File: config.mk
export PLATFORM = sky130hd
export DESIGN_NAME = genius_game_fsm
export DESIGN_NICKNAME = d
export VERILOG_FILES = /design/src/rtl/genius_game_fsm.sv
export SDC_FILE = /design/constraint.sdc
export NUM_CORES = 1
export LEC_CHECK = 0
export ABC_AREA = 0
export CORE_MARGIN = 4
export CORE_UTILIZATION = 58
export CTS_CLUSTER_DIAMETER = 60
export DETAILED_ROUTE_END_ITERATION = 10
export PLACE_DENSITY = 0.84
export SLEW_MARGIN = 20
export SYNTH_ARGS = -nofsm -noshare
export SYNTH_HDL_FRONTEND = slang
export SYNTH_SLANG_ARGS = --single-unit
File: constraint.sdc
create_clock -name CLOCK_50 -period 4.9 [get_ports CLOCK_50]
set_clock_uncertainty 0.05 [all_clocks]
set_input_delay 0.98 -clock CLOCK_50 [delete_from_list [all_inputs] [get_ports CLOCK_50]]
set_output_delay 0.98 -clock CLOCK_50 [all_outputs]
set_load 0.01 [all_outputs]
File: src/rtl/genius_game_fsm.sv
// Genius (Simon) game-control core: grows a pseudo-random colour sequence,
// plays it back one lamp at a time and checks the player's presses.
// Optional build macro: GENIUS_INPUT_TIMEOUT_EN adds a WAIT_IN input timeout.
module genius_game_fsm #(
  parameter int unsigned MAX_LEN   = 32,
  parameter int unsigned TICKS_ON  = 25000000,
  parameter int unsigned TICKS_OFF = 12500000,
  parameter logic [15:0] LFSR_SEED = 16'hACE1
`ifdef GENIUS_INPUT_TIMEOUT_EN
  , parameter int unsigned TICKS_TIMEOUT = 150000000
`endif
) (
  input  logic       CLOCK_50,
  input  logic       reset,
  input  logic       start,
  input  logic       btn_valid,
  input  logic [1:0] btn_color,
  output logic       lamp_en,
  output logic [1:0] lamp_color,
  output logic [5:0] level,
  output logic [2:0] state_out,
  output logic       game_over,
  output logic       win
);

  typedef enum logic [2:0] {
    IDLE     = 3'd0,
    ADD      = 3'd1,
    SHOW_ON  = 3'd2,
    SHOW_OFF = 3'd3,
    WAIT_IN  = 3'd4,
    ECHO_ON  = 3'd5,
    LOSE     = 3'd6,
    WIN      = 3'd7
  } state_t;

  // Index width is just wide enough to address MAX_LEN entries.
  localparam int unsigned IDX_W     = (MAX_LEN > 1) ? $clog2(MAX_LEN) : 1;
  localparam logic [31:0] ON_LAST   = 32'(TICKS_ON - 1);
  localparam logic [31:0] OFF_LAST  = 32'(TICKS_OFF - 1);
  localparam logic [5:0]  MAX_LEN_6 = 6'(MAX_LEN);
`ifdef GENIUS_INPUT_TIMEOUT_EN
  localparam logic [31:0] TIMEOUT_LAST = 32'(TICKS_TIMEOUT - 1);
`endif

  state_t      state_q, state_d;
  logic [5:0]  len_q, len_d;
  logic [5:0]  idx_q, idx_d;
  logic [31:0] timer_q, timer_d;
  logic [15:0] lfsr_q, lfsr_d;
  logic [1:0]  echo_q, echo_d;
  logic [1:0]  seq_q [MAX_LEN];
  logic        seq_we_s;
  logic        last_idx_s;
  logic [1:0]  seq_rd_s;

  assign seq_rd_s   = seq_q[idx_q[IDX_W-1:0]];
  assign last_idx_s = (idx_q == (len_q - 6'd1));
  // Fibonacci LFSR, taps x^16 + x^14 + x^13 + x^11 + 1.
  assign lfsr_d     = {lfsr_q[14:0], lfsr_q[15] ^ lfsr_q[13] ^ lfsr_q[12] ^ lfsr_q[10]};

  // State, counters, LFSR and echo-colour registers with synchronous reset.
  always_ff @(posedge CLOCK_50) begin
    if (reset) begin
      state_q <= IDLE;
      len_q   <= 6'd0;
      idx_q   <= 6'd0;
      timer_q <= 32'd0;
      lfsr_q  <= LFSR_SEED;
      echo_q  <= 2'd0;
    end else begin
      state_q <= state_d;
      len_q   <= len_d;
      idx_q   <= idx_d;
      timer_q <= timer_d;
      lfsr_q  <= lfsr_d;
      echo_q  <= echo_d;
    end
  end

  // Sequence storage: ADD appends the current LFSR low bits at position len.
  always_ff @(posedge CLOCK_50) begin
    if (seq_we_s && !reset) begin
      seq_q[len_q[IDX_W-1:0]] <= lfsr_q[1:0];
    end
  end

  // Next-state logic; every transition clears the timer.
  always_comb begin
    state_d  = state_q;
    len_d    = len_q;
    idx_d    = idx_q;
    timer_d  = timer_q + 32'd1;
    echo_d   = echo_q;
    seq_we_s = 1'b0;
    case (state_q)
      IDLE, LOSE, WIN: begin
        timer_d = 32'd0;
        if (start) begin
          state_d = ADD;
          len_d   = 6'd0;
        end else begin
          state_d = state_q;
        end
      end
      ADD: begin
        seq_we_s = 1'b1;
        len_d    = len_q + 6'd1;
        idx_d    = 6'd0;
        timer_d  = 32'd0;
        state_d  = SHOW_ON;
      end
      SHOW_ON: begin
        if (timer_q == ON_LAST) begin
          state_d = SHOW_OFF;
          timer_d = 32'd0;
        end else begin
          state_d = SHOW_ON;
        end
      end
      SHOW_OFF: begin
        if (timer_q == OFF_LAST) begin
          timer_d = 32'd0;
          if (last_idx_s) begin
            state_d = WAIT_IN;
            idx_d   = 6'd0;
          end else begin
            state_d = SHOW_ON;
            idx_d   = idx_q + 6'd1;
          end
        end else begin
          state_d = SHOW_OFF;
        end
      end
      WAIT_IN: begin
        if (btn_valid) begin
          timer_d = 32'd0;
          if (btn_color == seq_rd_s) begin
            state_d = ECHO_ON;
            echo_d  = btn_color;
          end else begin
            state_d = LOSE;
          end
        end
`ifdef GENIUS_INPUT_TIMEOUT_EN
        else if (timer_q == TIMEOUT_LAST) begin
          state_d = LOSE;
          timer_d = 32'd0;
        end else begin
          state_d = WAIT_IN;
        end
`else
        else begin
          timer_d = 32'd0;
        end
`endif
      end
      ECHO_ON: begin
        if (timer_q == OFF_LAST) begin
          timer_d = 32'd0;
          if (last_idx_s && (len_q == MAX_LEN_6)) begin
            state_d = WIN;
          end else if (last_idx_s) begin
            state_d = ADD;
          end else begin
            state_d = WAIT_IN;
            idx_d   = idx_q + 6'd1;
          end
        end else begin
          state_d = ECHO_ON;
        end
      end
      default: begin
        state_d = IDLE;
        timer_d = 32'd0;
      end
    endcase
  end

  // Output decode from the registered state, index and stored sequence.
  always_comb begin
    lamp_en    = 1'b0;
    lamp_color = 2'd0;
    level      = len_q;
    state_out  = 3'(state_q);
    game_over  = 1'b0;
    win        = 1'b0;
    case (state_q)
      SHOW_ON: begin
        lamp_en    = 1'b1;
        lamp_color = seq_rd_s;
      end
      ECHO_ON: begin
        lamp_en    = 1'b1;
        lamp_color = echo_q;
      end
      LOSE:    game_over = 1'b1;
      WIN:     win       = 1'b1;
      default: lamp_en   = 1'b0;
    endcase
  end

endmodule

# == After elaboration in Yosys (flattened, before gate mapping) ==
# Memory sizes are Yosys's and may differ from the RTL's. A register that Yosys moved wholly into a read port is not among the register bits.
# Index checks and enable logic that the tools add are counted.
# word_totals
register_bits,65
ram_bits,64
inputBits,6
out_inout_bits,14
n_memories,1
# classes
n_addsub,4
eq_ne,18
mux,30
bitwise_logic,3
n_reduce_logical,14
# mem_list
name,words,width,read_ports,rd_ports_with_merged_regs,write_ports,line,text
seq_q,32,2,1,1,1,52,logic [1:0] seq_q [MAX_LEN];
# op_table
operator,count
$pmux W32 S3,1
$mux W32,2
$mux W6,6
$add A32 B1 Y32 const B,1
$eq A32 B24 Y1 const B,1
$eq A32 B25 Y1 const B,1
$mux W3,7
$pmux W3 S6,1
$pmux W6 S3,1
$add A6 B1 Y6 const B,2
$eq A3 B3 Y1 const B,4
$ne A2 B2 Y1 const B,6
$pmux W6 S2,1
$mux W5,2
$mux W1,7
$eq A3 B2 Y1 const B,2
$eq A6 B6 Y1,1
$eq A6 B6 Y1 const B,1
$sub A6 B1 Y6 const B,1
$reduce_and A5 Y1,1
$reduce_or A5 Y1,1
$pmux W2 S2,1
$reduce_and A2 Y1,2
$reduce_or A2 Y1,2
11 further kinds,14

# == Depth between registers and ports, before layout ==
# Gate-level depths: netlist of run 1.
# depth
ltp_word,8
ltp_mapped,11
ltp_nobuf,9

# == Least setup slack after synthesis of run 1 ==
# OpenSTA, ideal clock, no wires.
# synth_path
path_type,register to output
start,register (tool-made name)
end,output lamp_color[1]
t_arrival_ns,1.675
required_time_ns,3.870
setup_slack_ns,2.195
stages_incl_launch_ff,10
path_buffers,3
cell_sequence,dfxtp_1 -> buf_2 -> buf_2 -> buf_4 -> mux2i_1 -> a22oi_1 -> nand3_1 -> o31ai_1 -> nor2_1 -> o21ai_1
# synth_rtl
item,line,text
end: declaration,19,"output logic [1:0] lamp_color,"

==> flow_metrics.tcl, run 1 <==
set metrics [dict create \
    status "finished clean" \
    synth_cells 581 \
    syn-num-nets 593 \
    synth.distinct_cells 58 \
    switching_share_pct 21.8 \
    path_max_fanout 17 \
    utilization_pct 67.3 \
    avgSynthCellArea_um2 10.4 \
    ant_nets 0 \
    combinationalPowerShare_pct 3.2 \
    ys_ff_latch 134 \
    setup_viol 0 \
    finalHoldViolations 0 \
    cts_root_buf "clkbuf_8" \
    track_usage_pct 22.5 \
    grt_start_max_net_pins 34 \
    core_um2 10200 \
    p_clk_share_pct 48.1 \
    leakagePower_nw 2.21 \
    ys.flop_type "dfxtp_1" \
    whs_ps 360 \
    slew_violations 0 \
    overflow 0 \
    tns_ps 0 \
    cts.clk_slew.worst_paths_ps 60 \
    hold_class "reg2reg" \
    route.detailed.wl_per_inst_um 16.9 \
    drc 0 \
    first_global_vias 4254 \
    syn_area_um2 6050 \
    p_switching_mw 0.552 \
    dp.cells 711 \
    drv_cap 0 \
    cts_made_buffers 17 \
    postSynth.asyncResetShare_pct 0 \
    cp_slowest_cell "dfxtp_2" \
    yosysSeqAreaShare_pct 54.9 \
    first_pass_iters 5 \
    end_kind "primary output" \
    cts_tree "done" \
    port-buffer-count 19 \
    post-place-ws_ps 1230 \
    synth_edf_count 64 \
    totalPowerFinal_mw 2.53 \
    r2r_end "timer_q[6]$_SDFF_PP0_" \
    post_cts_buffers 0 \
    r2r_cells 6 \
    p_per_area_nw_per_um2 368 \
    dp_hpwl_um 8410 \
    period_share_pct 86.2 \
    rows 37 \
    start_util_pct 59.2 \
    intPower_mw 1.98 \
    max_freq_ghz 0.237 \
    crit_chain "buf_4 -> mux2i_1 -> and2_1 -> o31ai_1 -> nor2_1 -> o21ai_1 -> clkdlybuf4s50_1" \
    post-route-min-period_ps 4220 \
    cp-endpoint "lamp_color[1]" \
    yosys_warnings 0 \
    r2r_slack_ps 1740 \
    insertion_delay_ps 520 \
    r2r_start "timer_q[8]$_SDFF_PP0_" \
    cp.required_ps 3870 \
    die_height_um 110 \
    ctsHoldBuffers 0 \
    worst_slack_ps 678 \
    drt_iter0_drc 328 \
    pwr-share-seq_pct 48.7 \
    vias_per_cell 5.91 \
    ir_drop_mv 0.242 \
    fp.dieW_um 110 \
    grt_pass1_wl_um 20900 \
    cts.sinks 134 \
    place_congestion 0.933 \
    max_stage_delay_ps 650 \
    clockBufferDepth 2 \
    area_growth_pct 13.7 \
    routed_wl_um 12600 \
    rsz0062_at_grt "no" \
    vias 4391 \
    final_common_cell "nor2_1" \
    dieArea_um2 12100 \
    stdcell_area_um2 6880 \
    drive_gt1_share_pct 9.06 \
    postCtsResizedCells 0 \
    n_antenna_cell 0 \
    final_cells 743 \
    antenna_found_initial 0 \
    arrival_ps 3190 \
    nNetsFinal 606 \
    place_area_um2 6300 \
    start_kind "flop" \
    ios 20 \
    worst-setup-path-type "reg2out" \
    worstMarginPinSlew_ps 1040 \
    mostFrequentLayoutCells "96 x nor2_1, 68 x dfxtp_1, 64 x edfxtp_1" \
    slew_headroom_pct 30.5 \
    htree_num_levels 4 \
]
per-layer routing:
metal / vias to the layer above / share of wire (%) / wire [µm] / global-route usage (%)
met1: 2096 / 43 / 5440 / 29.6
li1: 2098 / - / - / -
met4: 0 / 2.2 / 271 / 10.0
met3: 28 / 6.8 / 856 / 5.65
met5: - / 0 / 0 / 0
met2: 169 / 48 / 6020 / 35.4
cell families (layout without fill, tap and decap cells):
kind of cell	Yosys count	in the layout	share of synthesized area, %
compound gates	67	67	8.15
xor+xnor	39	39	5.64
fa+ha+maj	6	6	1.24
buf+inv	38	64	2.81
flops	134	134	54.9
mux	34	34	5.62
simple gates	263	263	21.6
how the worst min path moves through the flow:
stage                     cells after the start                 start               endpoint
after CTS                                     1  lfsr_q[9]$_SDFF_PP0_  lfsr_q[10]$_SDFF_PP1_
after global routing                          1  lfsr_q[5]$_SDFF_PP1_   lfsr_q[6]$_SDFF_PP1_
after detailed placement                      1  lfsr_q[9]$_SDFF_PP0_  lfsr_q[10]$_SDFF_PP1_
final                                         1  lfsr_q[9]$_SDFF_PP0_  lfsr_q[10]$_SDFF_PP1_
after global placement                        1  lfsr_q[9]$_SDFF_PP0_  lfsr_q[10]$_SDFF_PP1_
after floorplan                               1  lfsr_q[9]$_SDFF_PP0_  lfsr_q[10]$_SDFF_PP1_
power by group through the flow:
stage	sequential, mW	combinational [mW]	clock [mW]
floorplan	1.24	0.0598	0
global placement	1.26	0.0765	0
detailed placement	1.26	0.0795	0
CTS	1.23	0.0803	1.24
global route	1.24	0.0884	1.29
finish	1.23	0.0810	1.22
cell usage after synthesis, types with 2 or more instances:
master,instances,share of area [%]
and3_1,12,1.2
buf_2,4,0.33
nand2_1,42,2.6
or3_1,11,1.1
nand3_1,26,2.2
o21ai_1,6,0.50
a41oi_1,2,0.29
clkbuf_1,18,1.1
nor4_1,4,0.41
a311oi_1,4,0.58
a21oi_1,12,0.99
nor4b_1,2,0.29
buf_4,2,0.25
ha_1,6,1.2
nand4_1,5,0.52
edfxtp_1,64,32
or3b_2,2,0.29
and4b_1,2,0.33
xor2_1,21,3.0
a22o_1,2,0.29
buf_6,2,0.37
and2_1,7,0.72
nor2b_1,14,1.4
or4_1,3,0.37
nor2_1,96,6.0
mux2i_1,34,5.6
o21ai_0,6,0.50
or2_2,9,0.93
a41o_1,3,0.50
inv_2,3,0.19
nor4bb_1,2,0.33
nand3b_1,4,0.50
xnor2_1,18,2.6
inv_1,8,0.50
a22oi_1,13,1.6
nor3_1,9,0.74
nand2b_1,7,0.72
dfxtp_1,70,23
nor3b_1,2,0.25
a31oi_1,6,0.62
worst max-delay path: cells and delay by family, from the launching register on:
kind / cells / cell delay [ps]
DFF: 1 / 650
muxes: 1 / 120
buffers and inverters: 2 / 930
AOI/OAI and AO/OA: 2 / 700
and+or+nand+nor: 2 / 270
sequential cells by signal, indices dropped and copies added, names as in the netlist, named ones only:
name       flops
level          6
lfsr_q        16
seq_q         64
timer_q       32
echo_q         2
idx_q          6
state_out      3
cell type report:
| type | instances | area (µm²) |
|---|---|---|
| sequential | 134 | 3330 |
| tap | 136 | 170 |
| clock inverter | 13 | 150 |
| multi-input combinational | 409 | 2560 |
| fill | 734 | 3350 |
| inverter | 11 | 41.3 |
| clock buffer | 19 | 432 |
| timing repair buffer | 21 | 205 |
(Power assumes the default switching activity.)
==> run 2: changes to the inputs <==
Settings changed: ABC_AREA 0 to 1.
==> flow_metrics.tcl, run 2 <==
set metrics [dict create \
    worst_slack_ps 1000 \
    mostFrequentLayoutCells "168 x nand2_1, 100 x nor2_1, 77 x nand3_1" \
    post-place-ws_ps 1640 \
    final_common_cell "nand2_1" \
    cts.clk_slew.worst_paths_ps 60 \
    vias_per_cell 5.78 \
    syn-num-nets 760 \
    cts_tree "done" \
    place_congestion 0.919 \
    cp.required_ps 3870 \
    dp_hpwl_um 10100 \
    slew_violations 0 \
    synth.distinct_cells 42 \
    drc 0 \
    first_global_vias 5282 \
    leakagePower_nw 2.66 \
    worst-setup-path-type "reg2out" \
    synth_cells 748 \
    end_kind "primary output" \
    setup_viol 0 \
    start_util_pct 60.6 \
    max_freq_ghz 0.257 \
    grt_start_max_net_pins 34 \
    stdcell_area_um2 7190 \
    grt_pass1_wl_um 25200 \
    ys.flop_type "dfxtp_1" \
    yosys_warnings 0 \
    largest_reg_flops 64 \
    rows 37 \
    drv_cap 0 \
    route.detailed.wl_per_inst_um 16.3 \
    n_antenna_cell 0 \
    period_share_pct 79.5 \
    nFillCells 804 \
    place_area_um2 6600 \
    ant_nets 0 \
    synthTopCellsByArea "edfxtp_1 30%, dfxtp_1 22%, nand2_1 9.9%" \
    ys_ff_latch 134 \
    status "finished clean" \
    first_pass_iters 7 \
    cts_made_buffers 17 \
    antenna_found_initial 0 \
    synth_edf_count 64 \
    ctsHoldBuffers 0 \
    drt_iter0_drc 656 \
    finalHoldViolations 0 \
    area_growth_pct 13.4 \
    worstMarginPinSlew_ps 760 \
    ios 20 \
    start_kind "flop" \
    synth_common_cells "168 x nand2_1, 100 x nor2_1, 77 x nand3_1" \
    rsz0062_at_grt "no" \
    postCtsResizedCells 0 \
    hold_class "reg2reg" \
    slew_headroom_pct 48.9 \
    port-buffer-count 19 \
    die_height_um 113 \
    avgSynthCellArea_um2 8.48 \
    post-route-min-period_ps 3900 \
    htree_num_levels 4 \
    core_um2 10500 \
    routed_wl_um 14900 \
    insertion_delay_ps 530 \
    yosysSeqAreaShare_pct 52.4 \
    overflow 0 \
    ir_drop_mv 0.239 \
    vias 5297 \
    p_per_area_nw_per_um2 378 \
    cts_root_buf "clkbuf_8" \
    postSynth.asyncResetShare_pct 0 \
    cts.sinks 134 \
    syn_area_um2 6340 \
    nNetsFinal 780 \
    dieArea_um2 12700 \
    synth.most_common_cell "nand2_1" \
    arrival_ps 2870 \
    tns_ps 0 \
    yosys.area.top_type "edfxtp_1" \
    drive_gt1_share_pct 11.0 \
    fp.dieW_um 113 \
    path_max_fanout 33 \
    clockBufferDepth 2 \
    post_cts_buffers 0 \
    synth_top_area_share_pct 30.3 \
    track_usage_pct 25.0 \
]
## run 2: cell types whose count changed in the layout (fill, tap and decap cells not counted), moves of 11 or more
cell,previous run,this run
nand4_1,5,16
mux2i_1,34,0
nor2b_1,14,0
nand3_1,26,77
xnor2_1,18,3
nor3_1,9,23
nand2_1,42,168
a22oi_1,13,0
inv_1,8,71
or3_1,11,0
## run 2: final cells by class
cell class / count / area, µm² / share of cell area, %
Tap cell: 136 / 170 / 2.37
Clock buffer: 17 / 414 / 5.76
Timing Repair Buffer: 21 / 205 / 2.85
Inverter: 84 / 318 / 4.42
Multi-Input combinational cell: 510 / 2590 / 36.0
Clock inverter: 15 / 169 / 2.35
Sequential cell: 134 / 3330 / 46.3
## run 2: metal layers
| metal | track usage (%) | wire length [µm] |
|---|---|---|
| met3 | 6.04 | 1060 |
| met1 | 30.9 | 6150 |
| met2 | 41.9 | 7290 |
| met4 | 10.2 | 427 |
| met5 | 0 | 0 |
## run 2: report_power, final
part / leakage, nW / total [mW] / switching, mW / internal (mW)
Combinational: 1.24 / 0.227 / 0.151 / 0.0763
Clock: 0.274 / 1.25 / 0.514 / 0.737
Sequential: 1.14 / 1.24 / 0.0337 / 1.20
## run 2: logic make-up after synthesis
group,share of synthesized area (%)
XOR/XNOR,2.76
AND/OR/NAND/NOR,31.7
AO/OA/AOI/OAI,5.21
adder cells (fa/ha/maj),1.18
buffers and inverters,6.77
flip-flops,52.4
## run 2: critical path, stage by stage (launching register included)
cell	delay, ps
dfxtp_1	300
buf_4	220
inv_2	400
nand2_1	140
nand3_1	100
nand3_1	90
nand2_1	120
nand2_1	60
nand3_1	90
nand2_1	80
o22ai_1	150
clkdlybuf4s50_1	580
## run 2: through the flow
step / std cells / util [%] / hold slack [ps] / power, mW
after floorplan: 748 / - / 338 / 1.40
after global placement: 885 / 63.1 / 342 / 1.47
after detailed placement: 885 / 63.1 / 347 / 1.48
after CTS: 917 / 68.7 / 361 / 2.73
after global routing: 917 / 68.7 / 372 / 2.82
final: 917 / 68.7 / 355 / 2.72
## run 2: path summary, 6_finish.rpt
| check | slack (ps) | startpoint | endpoint | cells past startpoint |
|---|---|---|---|---|
| setup / recovery | 1000 | flop | lamp_color[0] | 11 |
| hold / removal | 360 | lfsr_q[8]$_SDFF_PP0_ | lfsr_q[9]$_SDFF_PP0_ | 2 |
| setup reg to reg | 2150 | level[0]$_SDFFE_PP0P_ | idx_q[1]$_SDFFE_PP0N_ | 12 |
| hold reg to reg | 360 | lfsr_q[8]$_SDFF_PP0_ | lfsr_q[9]$_SDFF_PP0_ | 2 |
==> run 3: changes to the inputs <==
Settings changed: CORE_UTILIZATION 58 to 55, PLACE_DENSITY 0.84 to 0.83.
Clock period 4.9 ns to 3.44 ns, I/O delays scaled along.
==> flow_metrics.tcl, run 3 (synthesis gave the netlist of run 2 again) <==
set metrics [dict create \
    totalPowerFinal_mw 3.73 \
    largest_reg_flops 64 \
    vias 5254 \
    insertion_delay_ps 420 \
    utilization_pct 64.8 \
    overflow 0 \
    htree_num_levels 4 \
    slew_violations 0 \
    path_max_fanout 20 \
    area_growth_pct 13.2 \
    nNetsFinal 782 \
    drt_iter0_drc 462 \
    cts.clk_slew.worst_paths_ps 60 \
    start_kind "flop" \
    n_antenna_cell 0 \
    die_height_um 115 \
    place_congestion 0.940 \
    track_usage_pct 23.0 \
    grt_pass1_wl_um 24000 \
    end_kind "primary output" \
    cts_made_buffers 17 \
    ir_drop_mv 0.330 \
    start_util_pct 57.2 \
    mostFrequentLayoutCells "168 x nand2_1, 100 x nor2_1, 77 x nand3_1" \
    leakagePower_nw 2.65 \
    stdcell_area_um2 7180 \
    drive_gt1_share_pct 11.1 \
    vias_per_cell 5.69 \
    finalHoldViolations 0 \
    p_per_area_nw_per_um2 520 \
    setup_viol 0 \
    cts_tree "done" \
    drv_cap 0 \
    rsz0062_at_grt "no" \
    final_common_cell "nand2_1" \
    antenna_found_initial 0 \
    cts.sinks 134 \
    first_pass_iters 5 \
    clockBufferDepth 2 \
    cp.required_ps 2700 \
    status "finished clean" \
    worstMarginPinSlew_ps 617 \
    slew_headroom_pct 58.4 \
    ios 20 \
    port-buffer-count 19 \
    first_global_vias 5169 \
    period_share_pct 93.9 \
    core_um2 11100 \
    place_area_um2 6620 \
    max_freq_ghz 0.310 \
    grt_start_max_net_pins 34 \
    dp_hpwl_um 9730 \
    rows 38 \
    drc 0 \
    cts_root_buf "clkbuf_16" \
    routed_wl_um 14300 \
    post-route-min-period_ps 3230 \
    arrival_ps 2490 \
    route.detailed.wl_per_inst_um 15.5 \
    tns_ps 0 \
    ant_nets 0 \
    hold_class "reg2reg" \
    worst-setup-path-type "reg2out" \
    dieArea_um2 13300 \
    fp.dieW_um 115 \
    whs_ps 355 \
]
==> run 3: through the flow <==
step | instances | setup WS, ps
detailed placement | 891 | 509
floorplan | 748 | 1350
finish | 923 | 211
CTS | 923 | 49.0
global route | 923 | 53.3
global placement | 891 | 564
==> run 3: worst max-delay path: stages (launching register included) <==
cell,delay [ps]
dfxtp_2,500
buf_6,240
nand2_1,70
nand3_1,90
nand3_1,80
nand2_1,90
nand2_1,50
nand3_1,110
nand2_1,130
o22ai_1,140
clkdlybuf4s50_1,560
==> run 3: where the power goes <==
group	internal [mW]	switching, mW	total, mW
Sequential	1.71	0.0506	1.77
Clock	0.981	0.668	1.65
Combinational	0.112	0.204	0.315
==> run 3: repair_timing <==
action	4_1_cts	5_1_grt
buffers inserted	0	0
endpoints found under the setup margin	0	2
hold buffers	0	0
gates resized for setup	0	4
==> run 3: path summary, 6_finish.rpt <==
check                        startpoint                   end  slack (ps)  depth (start not counted)
hold reg to reg    lfsr_q[3]$_SDFF_PP0_  lfsr_q[4]$_SDFF_PP0_         360                          2
setup reg to reg  level[0]$_SDFFE_PP0P_                  flop         980                         14
hold / removal     lfsr_q[3]$_SDFF_PP0_  lfsr_q[4]$_SDFF_PP0_         360                          2
setup / recovery                   flop         lamp_color[0]         210                         10
==> run 3: final cells by class <==
class / count / area (µm²)
inverter: 84 / 320
multi-input combinational: 510 / 2590
sequential: 134 / 3330
clock buffer: 18 / 429
timing repair buffer: 23 / 224
fill: 819 / 3900
clock inverter: 14 / 113
tap: 140 / 175
==> run 3: layer usage <==
layer	up-vias	share of wire (%)	wire length, µm	GRT usage [%]
met1	2459	42	6010	29.5
li1	2524	-	-	-
met3	31	7.6	1090	6.37
met5	-	0	0	0
met4	0	2.4	341	9.94
met2	240	48	6860	36.8
==> RTL edit (flow settings as in run 3) <==
Make the reset (`reset`) asynchronous in one clocked block. Comments in the files are not updated.
--- a/src/rtl/genius_game_fsm.sv
+++ b/src/rtl/genius_game_fsm.sv
@@ -62,3 +62,3 @@
   // State, counters, LFSR and echo-colour registers with synchronous reset.
-  always_ff @(posedge CLOCK_50) begin
+  always_ff @(posedge CLOCK_50 or posedge reset) begin
     if (reset) begin
Behaviour: differs if reset is asserted again (counterexample within 4 cycles, from zero or initial values and one cycle with reset high); with reset held inactive, the same outputs for 10 cycles.
==> RTL edit against run 3 <==
- hold slack worse by 0.060 ns
- utilization is 0.53 points lower
- area after synthesis is 3.5% higher
- sequential cell count is 5 lower
- setup slack worse by 0.046 ns
- wire length is 5.4% higher
- cell area is 3.5% higher
- count of clock-buffer cells in the layout is 4 higher
- non-clock buffer count stayed put
- fmax is 1.4% lower
- critical path type unchanged
- critical endpoint unchanged
- largest cell class unchanged
Power is not compared: it rests on default switching activity, and its combinational part moved more than twofold at a synthesized area within 25%.
==> RTL edit: results (changes against run 3) <==
largest net degree at the start of global routing 66 (+94%); largest fanout on the critical path 13 (-35%); final wirelength 15080 um (+5.4%); Vias/cell 5.662 (-0.53%); vias in the first global route 5128 (-0.79%); initial antenna violation count 0 (unchanged); Cells after DPL 883 (-0.90%); Post-synth top flop edfxtp_1; Async S/R FF share, synth 50.39% (+50 points); gp weighted congestion 0.9506 (+1.1%); Num CTS Buffers 17 (unchanged); number of flops mapped to enable cells by yosys 64 (unchanged); outcome finished clean; Final WS setup 0.1653 ns (-0.04579 ns); H-tree depth 4 (unchanged); Commonest cells post-synth nand2_1 (176), nor2_1 (120), edfxtp_1 (64); port bufs 19 (unchanged); Syn Area/Cell 8.967 sq um (+5.8%); fin cells 915 (-0.87%); Leakage just over 3 nW; worst-margin pin slew 1.014 ns (+0.3971 ns); GRT overflow 0 (unchanged); proportion of layout cells with a drive suffix above 1 11.27% (+0.16 points); Worst EP arrival 2.54 ns (+0.05 ns); Final #Nets 771 (-1.4%); CTS max path bufs 2 (unchanged); Yosys cell types 37 (-12%); Synth area leaders edfxtp_1 (29%), dfrtp_1 (22%), nand2_1 (10%); Clock transition at path regs 0.06 ns (about the same); YS warnings 0 (unchanged); Worst IR Drop VDD 0.4416 mV; DPL Wire Length 10440 um (+7.2%); Total GRT Usage 23.75% (+0.71 points); Root Buffer clkbuf_16; 1st-pass router iterations 5 (unchanged); worst min path class flip-flop to flip-flop; Worst-Skew Late Latency 0.42 ns (about the same); first-pass GRT wire length 24850 um (+3.5%); Antenna Cells 0 (unchanged); Iter 0 DRT Violations 423 (-8.4%); Synthesized Nets 744 (-2.1%); postcts setup bufs 0 (unchanged); Seq/Total Area, Yosys 54.21% (+1.8 points); Largest register FFs 64 (unchanged); pre-CTS setup slack 0.5867 ns (+0.07810 ns); R2R setup slack 1.08 ns (+0.10 ns); Switching Power ~1.6 mW
==> RTL edit: what timing repair did <==
item | in CTS | in global routing
endpoints found under the setup margin | 0 | 2
hold buffers | 0 | 0
hold endpoints to repair | 0 | 0
gates resized for setup | 0 | 6
==> RTL edit: path summary, 6_finish.rpt <==
path,from,end,cells past startpoint
worst max-delay path,idx_q[0]$_DFFE_PP0P_,lamp_color[0],10
worst min-delay path,lfsr_q[3]$_DFF_PP0_,lfsr_q[4]$_DFF_PP0_,0
worst max register to register,level[0]$_DFFE_PP0P_,idx_q[2]$_DFFE_PP0P_,11
worst min register to register,lfsr_q[3]$_DFF_PP0_,lfsr_q[4]$_DFF_PP0_,0
max in group asynchronous,reset,idx_q[0]$_DFFE_PP0P_,3
min in group asynchronous,reset,lfsr_q[14]$_DFF_PP0_,3
==> RTL edit: critical path, cell delays in order, from the launching register on <==
cell and delay, ns:
dfrtp_2 0.44, buf_4 0.22, nor2_1 0.07, nor2_1 0.07, o21ai_0 0.08, a21oi_1 0.16
nor2_1 0.06, nand2_1 0.15, nand2_1 0.13, o21ai_0 0.18, clkdlybuf4s50_1 0.57
==> RTL edit: final cells by class <==
cell class	instances	area, sq um
clock buffer	22	475.5
clock inverter	10	108.9
sequential	129	3561
fill	893	4135
multi-input combinational	512	2579
tap	143	178.9
inverter	76	295.3
timing repair buffer	23	231.5
==> RTL edit: logic make-up after synthesis <==
| family | synth area share [%] |
|---|---|
| simple gates | 29.32 |
| xor+xnor | 4.537 |
| fa+ha+maj | 1.144 |
| buf+inv | 6.500 |
| flops | 54.21 |
| compound gates | 4.289 |
==> RTL edit: stage by stage <==
stage,util (%),hold slack (ns),instance area (sq um)
2_1_floorplan,-,0.2812,6564
3_3_place_gp,59.05,0.2891,6829
3_5_place_dp,59.05,0.2855,6829
4_1_cts,64.10,0.2974,7413
5_1_grt,64.24,0.3130,7430
6_report,64.24,0.2957,7430
==> RTL edit: power by group through the flow <==
stage               combinational, mW  sequential [mW]  clock, mW
floorplan                        1.02             1.81          0
global placement                 1.24             1.85          0
detailed placement               1.28             1.86          0
CTS                              1.29             1.83       1.79
global route                     1.46             1.85       1.87
finish                           1.31             1.84       1.77
==> RTL edit: layer usage <==
metal | up-vias | global-route usage, % | wire (um)
met5 | - | 0 | 0
met2 | 213 | 40.08 | 7654
met1 | 2490 | 28.97 | 5968
met3 | 32 | 6.170 | 1102
met4 | 0 | 9.786 | 351
li1 | 2446 | - | -
